[config.mk]
export PLATFORM = sky130hd
export DESIGN_NAME = note_sequencer
export DESIGN_NICKNAME = d
export VERILOG_FILES = /design/src/rtl/note_sequencer.sv
export SDC_FILE = /design/constraint.sdc
export NUM_CORES = 1
export LEC_CHECK = 0
export BUFFER_PORTS_ARGS = -buffer_cell sky130_fd_sc_hd__buf_2
export CAP_MARGIN = 20
export CORE_UTILIZATION = 40
export CTS_CLUSTER_SIZE = 40
export DETAILED_ROUTE_END_ITERATION = 16
export GPL_TIMING_DRIVEN = 1
export PLACE_DENSITY = 0.53
export SLEW_MARGIN = 30
export SYNTH_ARGS = -nofsm -noshare
export SYNTH_HDL_FRONTEND = slang
export SYNTH_SLANG_ARGS = --single-unit
[constraint.sdc]
create_clock -name clk_i -period 6.5 [get_ports clk_i]
set_input_delay 1.3 -clock clk_i [delete_from_list [all_inputs] [get_ports clk_i]]
set_output_delay 1.3 -clock clk_i [all_outputs]
set_load 0.05 [all_outputs]
[src/rtl/note_sequencer.sv]
// Note sequencer: queues note commands and plays them through clkgen.
// Drives maxval, a per-note clkgen reset, an audible gate and a done pulse.
module note_sequencer #(
  parameter int N         = 16,
  parameter int DW        = 16,
  parameter int DEPTH     = 8,
  parameter int TICK_DIV  = 50000,
  parameter int GAP_UNITS = 0
) (
  input  logic                     clk_i,
  input  logic                     reset,
  input  logic                     flush_i,
  input  logic                     note_valid_i,
  output logic                     note_ready_o,
  input  logic [N-1:0]             note_period_i,
  input  logic [DW-1:0]            note_dur_i,
  input  logic                     note_rest_i,
  output logic [N-1:0]             maxval_o,
  output logic                     clkgen_rst_o,
  output logic                     gate_o,
  output logic                     done_o,
  output logic                     busy_o,
  output logic [$clog2(DEPTH):0]   level_o
);

  localparam int AW = $clog2(DEPTH);
  localparam int PW = (TICK_DIV > 1) ? $clog2(TICK_DIV) : 1;
  localparam logic [PW-1:0] PMAX = PW'(TICK_DIV - 1);
  localparam logic [DW-1:0] GAPW = DW'(GAP_UNITS);
  localparam logic [AW:0]   FULL = (AW + 1)'(DEPTH);

  typedef struct packed {
    logic [N-1:0]  period;
    logic [DW-1:0] dur;
    logic          rest;
  } note_t;

  typedef enum logic [1:0] {
    S_IDLE,
    S_LOAD,
    S_PLAY,
    S_GAP
  } state_t;

  note_t         r_mem [DEPTH];
  logic [AW-1:0] r_wr;
  logic [AW-1:0] r_rd;
  logic [AW:0]   r_cnt;
  state_t        r_state;
  state_t        w_next;
  logic [PW-1:0] r_pre;
  logic [DW-1:0] r_rem;
  logic [N-1:0]  r_maxval;
  logic          r_gate;
  logic          r_done;

  logic  w_push;
  logic  w_pop;
  logic  w_empty;
  logic  w_wrap;
  logic  w_last;
  note_t w_head;

  assign w_empty      = (r_cnt == '0);
  assign note_ready_o = (r_cnt != FULL) && !flush_i;
  assign w_push       = note_valid_i && note_ready_o;
  assign w_pop        = (r_state == S_LOAD) && !flush_i;
  assign w_head       = r_mem[r_rd];
  assign w_wrap       = (r_pre == PMAX);
  assign w_last       = w_wrap && (r_rem <= DW'(1));

  assign maxval_o     = r_maxval;
  assign gate_o       = r_gate;
  assign done_o       = r_done;
  assign clkgen_rst_o = (r_state == S_LOAD);
  assign busy_o       = (r_state != S_IDLE) || !w_empty;
  assign level_o      = r_cnt;

  always_ff @(posedge clk_i) begin
    if (w_push) begin
      r_mem[r_wr] <= {note_period_i, note_dur_i, note_rest_i};
    end
  end

  always_ff @(posedge clk_i or posedge reset) begin
    if (reset) begin
      r_wr  <= '0;
      r_rd  <= '0;
      r_cnt <= '0;
    end else if (flush_i) begin
      r_wr  <= '0;
      r_rd  <= '0;
      r_cnt <= '0;
    end else begin
      if (w_push) r_wr <= r_wr + AW'(1);
      if (w_pop)  r_rd <= r_rd + AW'(1);
      if (w_push && !w_pop) begin
        r_cnt <= r_cnt + (AW + 1)'(1);
      end else if (w_pop && !w_push) begin
        r_cnt <= r_cnt - (AW + 1)'(1);
      end
    end
  end

  always_ff @(posedge clk_i or posedge reset) begin
    if (reset) r_state <= S_IDLE;
    else       r_state <= w_next;
  end

  always_comb begin
    w_next = r_state;
    if (flush_i) begin
      w_next = S_IDLE;
    end else begin
      unique case (r_state)
        S_IDLE: if (!w_empty) w_next = S_LOAD;
        S_LOAD: w_next = (w_head.dur == '0) ? S_IDLE : S_PLAY;
        S_PLAY: begin
          if (w_last) begin
            if (GAP_UNITS > 0) w_next = S_GAP;
            else w_next = w_empty ? S_IDLE : S_LOAD;
          end
        end
        S_GAP: if (w_last) w_next = w_empty ? S_IDLE : S_LOAD;
        default: w_next = S_IDLE;
      endcase
    end
  end

  // Prescaled unit countdown shared by PLAY and GAP
  always_ff @(posedge clk_i or posedge reset) begin
    if (reset) begin
      r_maxval <= '0;
      r_gate   <= 1'b0;
      r_done   <= 1'b0;
      r_pre    <= '0;
      r_rem    <= '0;
    end else begin
      r_done <= 1'b0;
      if (flush_i) begin
        r_gate <= 1'b0;
        r_pre  <= '0;
        r_rem  <= '0;
      end else begin
        unique case (r_state)
          S_IDLE: r_gate <= 1'b0;
          S_LOAD: begin
            if (w_head.dur == '0) begin
              r_done <= 1'b1;
            end else begin
              r_maxval <= w_head.period;
              r_gate   <= !w_head.rest;
              r_rem    <= w_head.dur;
              r_pre    <= '0;
            end
          end
          S_PLAY, S_GAP: begin
            if (w_wrap) begin
              r_pre <= '0;
              if (r_rem != '0) r_rem <= r_rem - DW'(1);
            end else begin
              r_pre <= r_pre + PW'(1);
            end
            if (w_last && r_state == S_PLAY) begin
              r_gate <= 1'b0;
              r_done <= 1'b1;
              if (GAP_UNITS > 0) r_rem <= GAPW;
            end
          end
          default: r_gate <= 1'b0;
        endcase
      end
    end
  end

endmodule

## Word level (Yosys, flattened, before mapping)

Memories as Yosys holds them, arrays and structs flattened.
Cells that the tools add are included.

| storage, ports and cells | value |
|---|---|
| flip-flop bits (word level) | 62 |
| word-level logic and storage cells | 90 |
| output and inout port bits | 25 |
| memories kept | 1 |
| memory bits (writable) | 264 |
| bits of input ports | 37 |
| latch bits | 0 |
| memory bits (read-only) | 0 |

Memories:

| name | words | width | rd ports | clocked after Yosys merged registers in | wr ports | RTL line | text |
|---|---|---|---|---|---|---|---|
| r_mem | 8 | 33 | 1 | 0 | 1 | 45 | `note_t r_mem [DEPTH];` |

| operators by class | value |
|---|---|
| shift operators | 0 |
| order comparisons | 1 |
| bitwise operators | 2 |
| add/sub/neg operators | 6 |
| reductions and logical operators | 28 |
| equal/unequal tests | 11 |
| $mul | 0 |
| mux-type cells | 32 |
| divide/modulo/power cells | 0 |

Operators by type and width:

| operator | count |
|---|---|
| 2-to-1 mux 16 bit | 7 |
| case mux 16 bit (2 select lines) | 2 |
| adder 16 x 1 -> 16 bit, second input constant | 1 |
| equality test 16 bit, second input constant | 1 |
| less-or-equal comparator 16 x 1 -> 1 bit, second input constant | 1 |
| logical NOT 16 bit | 1 |
| nonzero test 16 bit | 1 |
| subtractor 16 x 1 -> 16 bit, second input constant | 1 |
| 2-to-1 mux 3 bit | 4 |
| 2-to-1 mux 4 bit | 3 |
| != test 3 x 1 -> 1 bit, second input constant | 4 |
| 2-to-1 mux 1 bit | 9 |
| 2-to-1 mux 2 bit | 4 |
| logical AND 1 bit | 7 |
| adder 3 x 1 -> 3 bit, second input constant | 2 |
| != test 3 bit, second input constant | 2 |
| case mux 2 bit (3 select lines) | 1 |
| AND reduction 2 bit | 3 |
| nonzero test 2 bit | 3 |
| nonzero test 3 bit | 2 |
| logical NOT 1 bit | 5 |
| adder 4 x 1 -> 4 bit, second input constant | 1 |
| equality test 2 bit, second input constant | 2 |
| logical NOT 4 bit | 1 |
| 11 further kinds | 12 |

## Logic depth before layout (Yosys ltp)

| logic depth | value |
|---|---|
| word-level depth | 8 |
| gate-level depth with buffers | 12 |
| mapped depth without buffers | 10 |

## Worst setup path after synthesis

OpenSTA, ideal clock, no wires.

| timing path | value |
|---|---|
| path kind | input -> register |
| start point | input flush_i |
| end point | memory r_mem[2][0] (netlist name) (enable) |
| buffers on the path | 1 |
| data arrival time | 5.288 ns |
| stages | 4 |
| required time | 5.982 ns |
| slack | 0.695 ns |
| library setup time | 0.518 ns |
| path through | clkbuf_1 inv_1 nand3_1 nor4b_1 |

| on the way | value |
|---|---|
| word-level cells in the longest chain between the ends | 5 |

Ends and longest elaborated chain:

| item | RTL line | text |
|---|---|---|
| start: declaration | 12 | `input logic flush_i,` |
| logical NOT 1 bit | 65 | `assign note_ready_o = (r_cnt != FULL) && !flush_i;` |
| logical AND 1 bit | 65 |  |
| logical AND 1 bit | 66 | `assign w_push = note_valid_i && note_ready_o;` |
| 2-to-1 mux 1 bit | 80 | `if (w_push) begin` |
| 2-to-1 mux 1 bit (implied by the code) | 81 | `r_mem[r_wr] <= {note_period_i, note_dur_i, note_rest_i};` |
| end: declaration | 45 |  |

No other way between the ends.

## Worst setup path in the final report

| timing path | value |
|---|---|
| start point | register r_rd[0] |
| end point | register r_rem[7] |

| on the way | value |
|---|---|
| word-level cells in the longest chain between the ends | 4 |
| elaborated cells on any way between the ends | 7 |
| those cells by class | eq/ne (1); mux (3); reduce/logical (2); memory (1) |

Ends and longest elaborated chain:

| item | RTL line | text |
|---|---|---|
| start: declaration | 47 | `logic [AW-1:0] r_rd;` |
| start signal: assignment | 96 | `if (w_pop) r_rd <= r_rd + AW'(1);` |
| memory (8 x 33 bit) (*) | - |  |
| logical NOT 16 bit / 2-to-1 mux 16 bit (equally long branches) | 148 | `if (w_head.dur == '0) begin` |
| != test 3 bit (no line) / case mux 16 bit (2 select lines) (equally long branches) | - |  |
| AND reduction 4 bit (no line) / 2-to-1 mux 16 bit (equally long branches) | - |  |
| end signal: assignment | 153 | `r_rem <= w_head.dur;` |
| end signal: assignment | 160 | `if (r_rem != '0) r_rem <= r_rem - DW'(1);` |
| end: declaration | 52 | `logic [DW-1:0] r_rem;` |

Mark *: on every way between the ends. The rest lies on a longest branch, timed or not. The select of a mux whose other input is x is not followed.
A chain may end at the register's enable or synchronous reset.

==> reports/metrics.yaml <==
outcome: "complete, no violations"
cp_num_buf_inv: 3
crit_required_ns: 6.86
wire_per_inst_um: 21.9
antenna_found_initial: 3
dp_cells: 1242
irDropWorstVdd_mv: 0.238
globalRouteTotalUtil_pct: 17.7
dpl-instance-area_um2: 14300
worst_setup_path_end_kind: "flip-flop"
setup_viol: 0
row_count: 66
synth-edff-count: 264
r2r_cells: 9
synth.top_cell.area_share_pct: 59.4
leakage_nw: 5.26
max_freq_mhz: 253
slowest_stage: "dfrtp_4"
dr.pass1.iters: 6
gr-total-overflow: 0
start_util_pct: 40.8
postSynth.asyncResetShare_pct: 19.0
path_cells: "buf_12 -> buf_4 -> mux4_2 -> mux2i_1 -> nand4_1 -> o41ai_4 -> buf_4 -> a211o_1 -> o221ai_1"
final_cells: 1309
drtIter0Drc: 566
postCtsHoldBufs: 0
yosys-top-cells-count: "edfxtp_1 (264), mux4_2 (66), dfrtp_1 (62)"
crit_type: "flip-flop to flip-flop"
cts_root_buffer: "clkbuf_16"
crit_fanout: 22
max-cap-violations: 0
die_area_um2: 34100
layout.nets: 884
ioPinCount: 62
cts.reportedPaths.clkPinSlew_ns: 0.06
syn_area_um2: 13400
period_share_pct: 60.8
worst_pin_slew_ns: 0.828
r2r_slack_ns: 2.55
fin_tns_setup_ns: 0
nFillCells: 2779
area_growth_pct: 16.3
startpoint: "r_rd[0]"
core_um2: 32700
synth_seq_cells: 326
clk_path_buf_depth: 3
drv_slew: 0
place_hpwl_um: 16400
ys_seq_area_share_pct: 71.0
maxSlewHeadroom_pct: 44.4
portBuffers: 61
critPathArrivalTime_ns: 4.32
fin_ws_ns: 2.55
netlist_top_cells_area: "edfxtp_1 (59%), dfrtp_1 (12%), mux4_2 (11%)"
ant_nets: 0
drive_gt1_share_pct: 29.8
place_ws_ns: 2.38
cpPeakStageDelay_ns: 0.74
syn_area_per_cell_um2: 17.7
drc: 0
cts.htree.levels: 2
cts_buffers: 36
synthesis.nets: 801
finalWeightedCongestion: 0.814
reg2reg_from: "r_rd[0]"
die_x_um: 185
clkLatencyLatePin_ns: 0.53
design_area_um2: 15500
hp-class: "flip-flop to flip-flop"
yosysWarnings: 0
hold_start: "maxval_o[13]"
p_per_area_nw_per_um2: 393
synthCells: 756
grt_pass1_wl_um: 44700
fin_crit_ns: 3.95
start_kind: "flip-flop"
die_h_um: 185
reg2reg_to: "r_rem[7]"
post_cts_resized: 0
yosysTopAreaCell: "edfxtp_1"
drt-vias-per-instance: 5.42
wl_um: 28700
post_cts_buffers: 0
finalPower_mw: 6.10
hold_end: "maxval_o[13]"
fin_worst_skew_ns: 0.0219
cp_common_cell: "buf_4"
whs_path_depth: 1
vias: 7091
yosysMostFrequentCell: "edfxtp_1"
ys.flop_type: "edfxtp_1"
cpLargestDelayFamily: "compound AO/OA/AOI/OAI gates"
hold_viol: 0
cts_tree: "done"
cts.sinks: 326
grt_pass1_vias: 7584
rsz0062_at_grt: "no"
synth_cell_types: 61
grt_max_degree: 63
metrics by stage:
stage | util (%) | hold WS (ns)
2_1_floorplan | - | 0.467
3_3_place_gp | 43.6 | 0.493
3_5_place_dp | 43.6 | 0.494
4_1_cts | 47.4 | 0.508
5_1_grt | 47.5 | 0.523
6_report | 47.5 | 0.506
report_power, final:
part / total, mW / internal (mW) / switching, mW
Combinational: 1.38 / 0.528 / 0.854
Sequential: 2.59 / 2.43 / 0.155
Clock: 2.13 / 1.31 / 0.826
per-layer routing:
| layer | up-vias | part of all wire, % | GRT usage [%] |
|---|---|---|---|
| li1 | 3216 | - | - |
| met1 | 3654 | 44 | 23.5 |
| met2 | 173 | 49 | 29.6 |
| met3 | 44 | 5.1 | 3.60 |
| met4 | 4 | 1.7 | 4.50 |
| met5 | - | 0.077 | 0 |
worst reg2reg max path, delay by kind of cell, from the launching register on:
family          cells  cell delay, ns
buf+inv             3            0.96
mux                 2            0.87
simple gates        1            0.25
flops               1            0.74
compound gates      3            0.98
worst max-delay path by stage:
stage                  endpoint  slack [ns]  cells past startpoint
global route           r_rem[7]        2.28                      9
global placement       r_rem[7]        2.47                      8
CTS                    r_rem[7]        2.37                      8
finish                 r_rem[7]        2.55                      9
detailed placement     r_rem[7]        2.38                      8
floorplan           r_mem[2][0]        0.69                      4
cells in the final DEF, fill, tap and decap left out, types with 6 or more instances in the layout:
master,count
edfxtp_1,264
nor2_1,36
and3_1,6
o211ai_1,9
o21ai_0,18
nand2_1,34
a21oi_1,20
mux2i_1,18
mux2_2,35
clkbuf_1,6
nand3_1,19
buf_4,19
clkbuf_16,37
ha_1,7
nor3_1,7
a31oi_1,18
bufinv_16,6
inv_1,13
buf_2,61
mux4_2,66
clkinv_2,10
dfrtp_1,59
registers in the layout, indices dropped and copies added, names as in the netlist:
signal / flops
done_o: 1
r_rd: 3
r_pre: 16
r_wr: 3
r_rem: 16
gate_o: 1
r_state: 2
level_o: 4
maxval_o: 16
r_mem: 264
kinds of logic after synthesis:
kind of cell               after synthesis  share of synthesized area [%]
muxes                                  119                           15.4
and+or+nand+nor                        144                           5.48
AOI/OAI and AO/OA                      100                           5.13
xor gates and xnor gates                 7                          0.459
DFF                                    326                           71.0
buffers and inverters                   52                           1.71
adders and majority gates                8                          0.806
final cells by class:
| class | count | area, um2 | area share (%) |
|---|---|---|---|
| clock buffer | 44 | 962 | 6.19 |
| tap | 442 | 553 | 3.56 |
| clock inverter | 21 | 287 | 1.84 |
| inverter | 15 | 56.3 | 0.362 |
| antenna | 1 | 2.50 | 0.0161 |
| multi-input combinational | 378 | 3700 | 23.8 |
| sequential | 326 | 9490 | 61.1 |
| timing repair buffer | 82 | 479 | 3.09 |
No activity file was read; power rests on OpenSTA's default activity.
